**config.mk**
```make
export PLATFORM = sky130hd
export DESIGN_NAME = out_arbiter
export DESIGN_NICKNAME = d
export VERILOG_FILES = /design/src/rtl/out_arbiter.sv
export SDC_FILE = /design/constraint.sdc
export NUM_CORES = 1
export LEC_CHECK = 0
export ABC_AREA = 0
export ABC_CLOCK_PERIOD_IN_PS = 2300
export CORE_ASPECT_RATIO = 1.25
export CORE_UTILIZATION = 36
export DETAILED_ROUTE_END_ITERATION = 8
export GPL_ROUTABILITY_DRIVEN = 0
export PLACE_DENSITY = 0.79
export SYNTH_ARGS = -nofsm -noshare
export SYNTH_HDL_FRONTEND = slang
export SYNTH_SLANG_ARGS = --single-unit
```
**constraint.sdc**
```tcl
create_clock -name clk -period 2.3 [get_ports clk]
set_clock_uncertainty 0.1 [all_clocks]
set_input_delay 0.23 -clock clk [delete_from_list [all_inputs] [get_ports clk]]
set_output_delay 0.23 -clock clk [all_outputs]
set_load 0.005 [all_outputs]
```
**src/rtl/out_arbiter.sv**
```systemverilog
// Two-source output arbiter with a registered output stage: round-robin with bounded bursts,
// or strict source-0 priority when OUT_ARB_FIXED_PRIO_EN is defined.
module out_arbiter #(
  parameter int TAG_WIDTH   = 32,
  parameter int BLOCKLENGTH = 1,
  parameter int DATA_WIDTH  = 8,
  parameter int BURST_LEN   = 4
) (
  input  logic                              clk,
  input  logic                              reset,
  input  logic                              ready_in,
  input  logic                              valid_in0,
  input  logic                              valid_in1,
  input  logic [TAG_WIDTH-1:0]              tag_in0,
  input  logic [TAG_WIDTH-1:0]              tag_in1,
  input  logic [DATA_WIDTH*BLOCKLENGTH-1:0] data_in0,
  input  logic [DATA_WIDTH*BLOCKLENGTH-1:0] data_in1,
  output logic                              ready_out0,
  output logic                              ready_out1,
  output logic                              valid_out,
  output logic [TAG_WIDTH-1:0]              tag_out,
  output logic [DATA_WIDTH*BLOCKLENGTH-1:0] data_out,
  output logic                              src_out,
  output logic                              busy
);

  logic advance;
  logic grant;
  logic xfer;

  assign advance    = !valid_out || ready_in;
  assign ready_out0 = advance && !grant;
  assign ready_out1 = advance && grant;
  assign xfer       = (valid_in0 && ready_out0) || (valid_in1 && ready_out1);
  assign busy       = valid_out;

`ifdef OUT_ARB_FIXED_PRIO_EN
  assign grant = !valid_in0;
`else
  typedef enum logic [1:0] {IDLE, OWN0, OWN1} state_t;
  localparam int CW = $clog2(BURST_LEN + 1);

  state_t        state, state_nxt;
  logic [CW-1:0] cnt, cnt_nxt;
  logic          last, last_nxt;
  logic          own, v_own, v_oth, burst_left;

  // Grant depends only on registered state and current valids, never on ready_in.
  always_comb begin
    grant      = !last;
    state_nxt  = state;
    cnt_nxt    = cnt;
    last_nxt   = last;
    own        = (state == OWN1);
    v_own      = own ? valid_in1 : valid_in0;
    v_oth      = own ? valid_in0 : valid_in1;
    burst_left = (cnt < CW'(BURST_LEN));

    if (state == IDLE) begin
      if (valid_in0 != valid_in1) grant = valid_in1;
      else                        grant = !last;
    end else if (v_own && (burst_left || !v_oth)) begin
      grant = own;
    end else if (v_oth) begin
      grant = !own;
    end else begin
      grant = own;
    end

    // With advance high, some valid source always gets a transfer, so no-xfer means both idle.
    if (advance) begin
      if (xfer) begin
        last_nxt = grant;
        if (state != IDLE && grant == own) begin
          if (burst_left) cnt_nxt = cnt + 1'b1;
        end else begin
          state_nxt = grant ? OWN1 : OWN0;
          cnt_nxt   = CW'(1);
        end
      end else begin
        state_nxt = IDLE;
        cnt_nxt   = '0;
      end
    end
  end

  always_ff @(posedge clk) begin
    if (reset) begin
      state <= IDLE;
      cnt   <= '0;
      last  <= 1'b1;
    end else begin
      state <= state_nxt;
      cnt   <= cnt_nxt;
      last  <= last_nxt;
    end
  end
`endif

  always_ff @(posedge clk) begin
    if (reset) begin
      valid_out <= 1'b0;
      tag_out   <= '0;
      data_out  <= '0;
      src_out   <= 1'b0;
    end else if (advance) begin
      valid_out <= xfer;
      if (xfer) begin
        tag_out  <= grant ? tag_in1 : tag_in0;
        data_out <= grant ? data_in1 : data_in0;
        src_out  <= grant;
      end
    end
  end

endmodule

```
; Yosys cells after proc, flatten, opt, wreduce, memory -nomap -nowiden
; Cells that the tools add are included.
[classes]
addsub = 1
magnitude_cmp = 1
eq_ne = 5
n_mux = 14
n_reduce_logical = 19
[ops]
columns = cell, n
row1 = 2-to-1 mux 32 bit, 1
row2 = 2-to-1 mux 3 bit, 3
row3 = 2-to-1 mux 8 bit, 1
row4 = logical AND 1 bit, 6
row5 = 2-to-1 mux 1 bit, 6
row6 = 2-to-1 mux 2 bit, 3
row7 = AND reduction 2 bit, 3
row8 = zero test 1 bit, 5
row9 = adder 3 x 1 -> 3 bit (second input constant), 1
row10 = logical OR 1 bit, 3
row11 = less-than comparator 3 bit (second input constant), 1
row12 = != test 3 bit (second input constant), 1
row13 = equality test 2 bit (second input constant), 1
row14 = zero test 2 bit, 1
row15 = != test 2 bit (second input constant), 1
row16 = nonzero test 2 bit, 1
row17 = equality test 1 bit, 1
row18 = != test 1 bit, 1
[totals]
regBits = 48
in_bits = 85
output_inout_bits = 45
word_cells = 47

; Logic depth before layout (Yosys ltp)
[depth]
word_depth = 13
depth_mapped = 8
mapped_depth_nobuf = 5

; Least setup slack after synthesis
; No wires, ideal clock.
[synth_timing]
path_kind = flip-flop to flip-flop
startpoint = register state[1]
endpoint = register tag_out[15]
setup_time_ns = 0.125
t_arrival_ns = 1.675
required_time_ns = 2.075
slack_ns = 0.400
stages_incl_launch_ff = 8
path_buffers = 2
period_less_slack_ns = 1.900
cell_sequence = dfxtp_1 > mux2i_1 > o21ai_1 > a211oi_4 > nor3_1 > buf_2 > buf_4 > o2bb2ai_1
[synth_via]
elab_chain_cells = 12
word_cells_on_any_way = 19
cone_classes = eq/ne: 1 / mux: 6 / reduce/logical: 12
[synth_rtl]
columns = element, line_no
row1 = "start, declared", 43  ; state_t state, state_nxt;
row2 = "start signal, assigned", 93  ; state <= state_nxt;
row3 = equality test 2 bit, 54  ; own = (state == OWN1);
row4 = 2-to-1 mux 1 bit, 56  ; v_oth = own ? valid_in0 : valid_in1;
row5 = zero test 1 bit, 62  ; end else if (v_own && (burst_left || !v_oth)) begin
row6 = logical OR 1 bit, 62
row7 = logical AND 1 bit, 62
row8 = 2-to-1 mux 1 bit, 62
row9 = 2-to-1 mux 1 bit *, 59  ; if (state == IDLE) begin
row10 = zero test 1 bit, 32  ; assign ready_out0 = advance && !grant;
row11 = logical AND 1 bit, 32
row12 = logical AND 1 bit, 34  ; assign xfer = (valid_in0 && ready_out0) || (valid_in1 && ready_out1);
row13 = logical OR 1 bit, 34
row14 = AND reduction 2 bit (no line), n/a
row15 = "end signal, assigned", 109  ; tag_out <= grant ? tag_in1 : tag_in0;
row16 = "end, declared", 21  ; output logic [TAG_WIDTH-1:0] tag_out,
; Mark *: on every way between the ends. The rest lies on a longest branch, timed or not.
; A chain may end at the register's enable or synchronous reset.

; Worst setup path in the final report
[layout_timing]
startpoint = register state[1]
endpoint = output port ready_out0
[layout_via]
elab_chain_cells = 9
word_cells_on_any_way = 13
cone_classes = eq/ne: 1 / mux: 5 / reduce/logical: 7
[layout_rtl]
columns = element, line_no
row1 = equality test 2 bit, 54
row2 = 2-to-1 mux 1 bit, 56
row3 = zero test 1 bit, 62
row4 = logical OR 1 bit, 62
row5 = logical AND 1 bit, 62
row6 = 2-to-1 mux 1 bit, 62
row7 = 2-to-1 mux 1 bit *, 59
row8 = zero test 1 bit *, 32
row9 = logical AND 1 bit *, 32
row10 = "end, declared", 18  ; output logic ready_out0,
; Marks and branches as above.

==> results.md <==
* Pre-Repair DR Iteration Count at 5
* Skew-Pair Late Insertion Delay at approximately 300 ps
* Pint at 1.615 mW
* PD cells at 602.1 mW/mm^2
* R2R cell count at 9
* # DRC at 0
* Vias/cell at roughly 5.2
* First-pass GRT wire length at 9301 um
* Multi-input combinational cell area at 0.001026 sq mm
* Pin count of the biggest net entering global routing at 30
* IO Port Bufs at 129
* Clock sink total at 48
* CTS Buffer Depth at 2
* Nets@finish at 424
* Critical path type: reg -> out
* Placed wire-length estimate at 4246 um
* Count leader, synth: dfxtp_1
* Status: complete, no violations
* Crit path max-delay cell type: clkdlybuf4s50_1
* Hold endpoint: tag_out[0]$_SDFFE_PP0P_
* Reg-to-reg setup timing slack at about 210 ps
* Clock power share at 28.0%
* DIE HEIGHT at between 80 and 90 um
* Design Area, Final at 0.003590 sq mm
* Number of synthesized register bits at 48
* Vias in the first global route at approximately 2.0k
* CTS buffer count at 5
* Dpl cells at roughly 390
* Unrepaired setup endpoints after global routing: false
* N_diodes at 0
* Clk slew on worst S/H paths at 90 ps
* Cell family with most CP delay: buffers and inverters
* Post-synth EDFFs at 0
* Highest fanout seen on the critical path at 3
* Gate Count Post-Synth at roughly 210
* Asr flop ratio synth at 0%
* Period utilization at 94.66%
* Initial antenna violation count at 0
* Total number of yosys warnings at 0
* Root Buffer: clkbuf_8
* Sequential area share after synthesis at 46.92%
* Sw frac at 25.29%
* FF-to-FF Start: state[1]$_SDFFE_PP0P_
* Core area at 0.005443 sq mm
* Max cap viols at 0
* Total Routing Usage GR at 19.50%
* Worst setup SP type: flip-flop
* Syn Nets at 294
* Final Setup Violations at 0
* I/O pin total at 130
* Top FF cell, synth: dfxtp_1
* GRT met1 Usage at 21.08%
* Mapped Area at 0.002048 sq mm
* Grt peak-use layer: met2
* Number of hold buffers added after cts at 0
* Routed WL at 5818 um
* Worst path cell trace: buf_4 -> nor3b_1 -> a211oi_4 -> nor2_1 -> clkdlybuf4s50_1
* TritonCTS clock tree: done
* Setup TNS at 0 ps
* CP Buf/Inv Count at 2
* Leakage at 1.312 nW
* Crit. End Element: output port
* Wire per inst at 14.44 um
* Area grow syn2layout at 75.26%
* Vias at 2,102
* Slew @ Worst Pin at 530.9 ps
* Initial DRC count at 113
* Area contributors post-synth: dfxtp_1, o2bb2ai_1, a22oi_1
* Register area at 965.9 sq um
* Combinational fraction of design power at 27.9%
* Fmax at between 400 and 500 MHz
* Fin cells at 403
* Routed Antenna Nets at 0
* Worst hold path type: in -> reg
* Critical Path RT at 1970 ps
* Max Transition Viols Final at 0
* Reg-to-Reg End: tag_out[16]$_SDFFE_PP0P_
* Most area-hungry cell type in the Yosys netlist: dfxtp_1
* GRT met3 Usage at 7.326%
* M2 GR Usage at 34.69%
* Hold_sp: reset
* Chip width at 69.47 um
* H-tree levels at 2
* Sequential power share at around 44%
* Rel. slew slack at between 60 and 70%
* Initial Util at a little under two fifths
* Hold Path Stages at 2
* Net Sw Power at 0.5466 mW
* CP max stage delay at between 500 and 600 ps
* Crit path from: state[1]$_SDFFE_PP0P_
* Avg Inst Size Synth at 9.847 sq um
* Number of distinct library cells after synthesis at 25
* Min Clock Period, post-route at 2177 ps
* Grt ovf at 0
* Filler cells at 462
* Placed inst area at 0.003421 sq mm
* Die area at 0.005997 sq mm
* Fraction of layout instances using a drive strength above 1 at 9.440%
* Yosys top cell area share at 46.92%
* Arrival time of the worst setup path at 1850 ps
* Row count at 30
* Post-synth top cells: dfxtp_1, o2bb2ai_1, a22oi_1
* Endpoints failing hold at 0
* Maximum vdd ir drop at ~0.37 mV
## how the worst max path moves through the flow
stage | endpoint | slack [ps] | cells after the start
floorplan | tag_out[15]$_SDFFE_PP0P_ | 400 | 7
global placement | ready_out1 | 120 | 5
detailed placement | ready_out1 | 70 | 5
CTS | ready_out1 | 9 | 5
global route | ready_out0 | 3 | 5
finish | ready_out0 | 120 | 5
## state kept, by name (all words and copies together), names as in the netlist
name,flops
tag_out,32
data_out,8
cnt,3
state,2
busy,1
last,1
src_out,1
## routing by layer
layer	routed length, um	vias to the layer above
li1	-	1045
met1	2321	962
met2	2924	89
met3	508	6
met4	63	0
met5	0	-
## worst register-to-register path, stage by stage, from the launching register on
cell and delay (ps):
dfxtp_4 370, buf_4 140, nor3b_1 320, a211oi_4 70, buf_4 140, buf_4 120, buf_4 180, nor3_2 230
buf_12 220, o2bb2ai_1 130
## layout make-up
type,count,share of cell area [%]
clock buffers,5,1.917
well taps,64,2.231
clock inverters,3,1.185
repair buffers,143,39.18
multi-input cells,140,28.58
flip-flops and latches,48,26.91
## placed cells by master, fill, tap and decap left out, types with 2 or more instances in the layout
| master | synthesis | layout |
|---|---|---|
| o2bb2ai_1 | 28 | 28 |
| nand2_1 | 7 | 7 |
| o21ai_2 | 0 | 2 |
| clkbuf_8 | 0 | 5 |
| buf_4 | 2 | 13 |
| dfxtp_1 | 48 | 46 |
| nor2_1 | 21 | 21 |
| o21ai_0 | 3 | 2 |
| nor3_1 | 3 | 2 |
| nand2b_1 | 6 | 6 |
| a211oi_1 | 14 | 14 |
| clkdlybuf4s50_1 | 0 | 127 |
| a22oi_1 | 27 | 27 |
| mux2i_1 | 15 | 14 |
| a21oi_1 | 6 | 5 |
## power groups by stage
| stage | logic (mW) | clock network, mW | registers, mW |
|---|---|---|---|
| after floorplan | 0.228 | 0 | 0.974 |
| after global placement | 0.581 | 0 | 0.968 |
| after detailed placement | 0.588 | 0 | 0.970 |
| after CTS | 0.601 | 0.631 | 0.953 |
| after global routing | 0.654 | 0.661 | 0.964 |
| final | 0.602 | 0.605 | 0.954 |
## cells by family (layout without fill, tap and decap cells)
group / Yosys count / after routing / synth area share (%)
AND/OR/NAND/NOR: 40 / 40 / 8.675
adder cells (fa/ha/maj): 1 / 1 / 0.6108
AO/OA/AOI/OAI: 84 / 84 / 31.89
buffers and inverters: 20 / 151 / 4.581
flip-flops: 48 / 48 / 46.92
multiplexers: 15 / 15 / 7.330
## stage by stage
step	worst slack (ps)	util [%]	power, mW	hold WS, ps
after floorplan	400.3	-	1.203	246.9
after global placement	122.3	62.85	1.548	359.6
after detailed placement	67.01	62.85	1.558	378.2
after CTS	8.961	65.40	2.185	301.4
after global routing	2.869	65.95	2.280	314.5
final	122.9	65.95	2.161	320.3
## what timing repair did
action	in CTS	in global routing
cloned	0	0
gates resized for setup	5	3
buffers inserted	2	2
pin swaps	1	1
endpoints found under the setup margin	2	2
endpoints found under the hold margin	0	0
No activity file was read; power rests on OpenSTA's default activity.
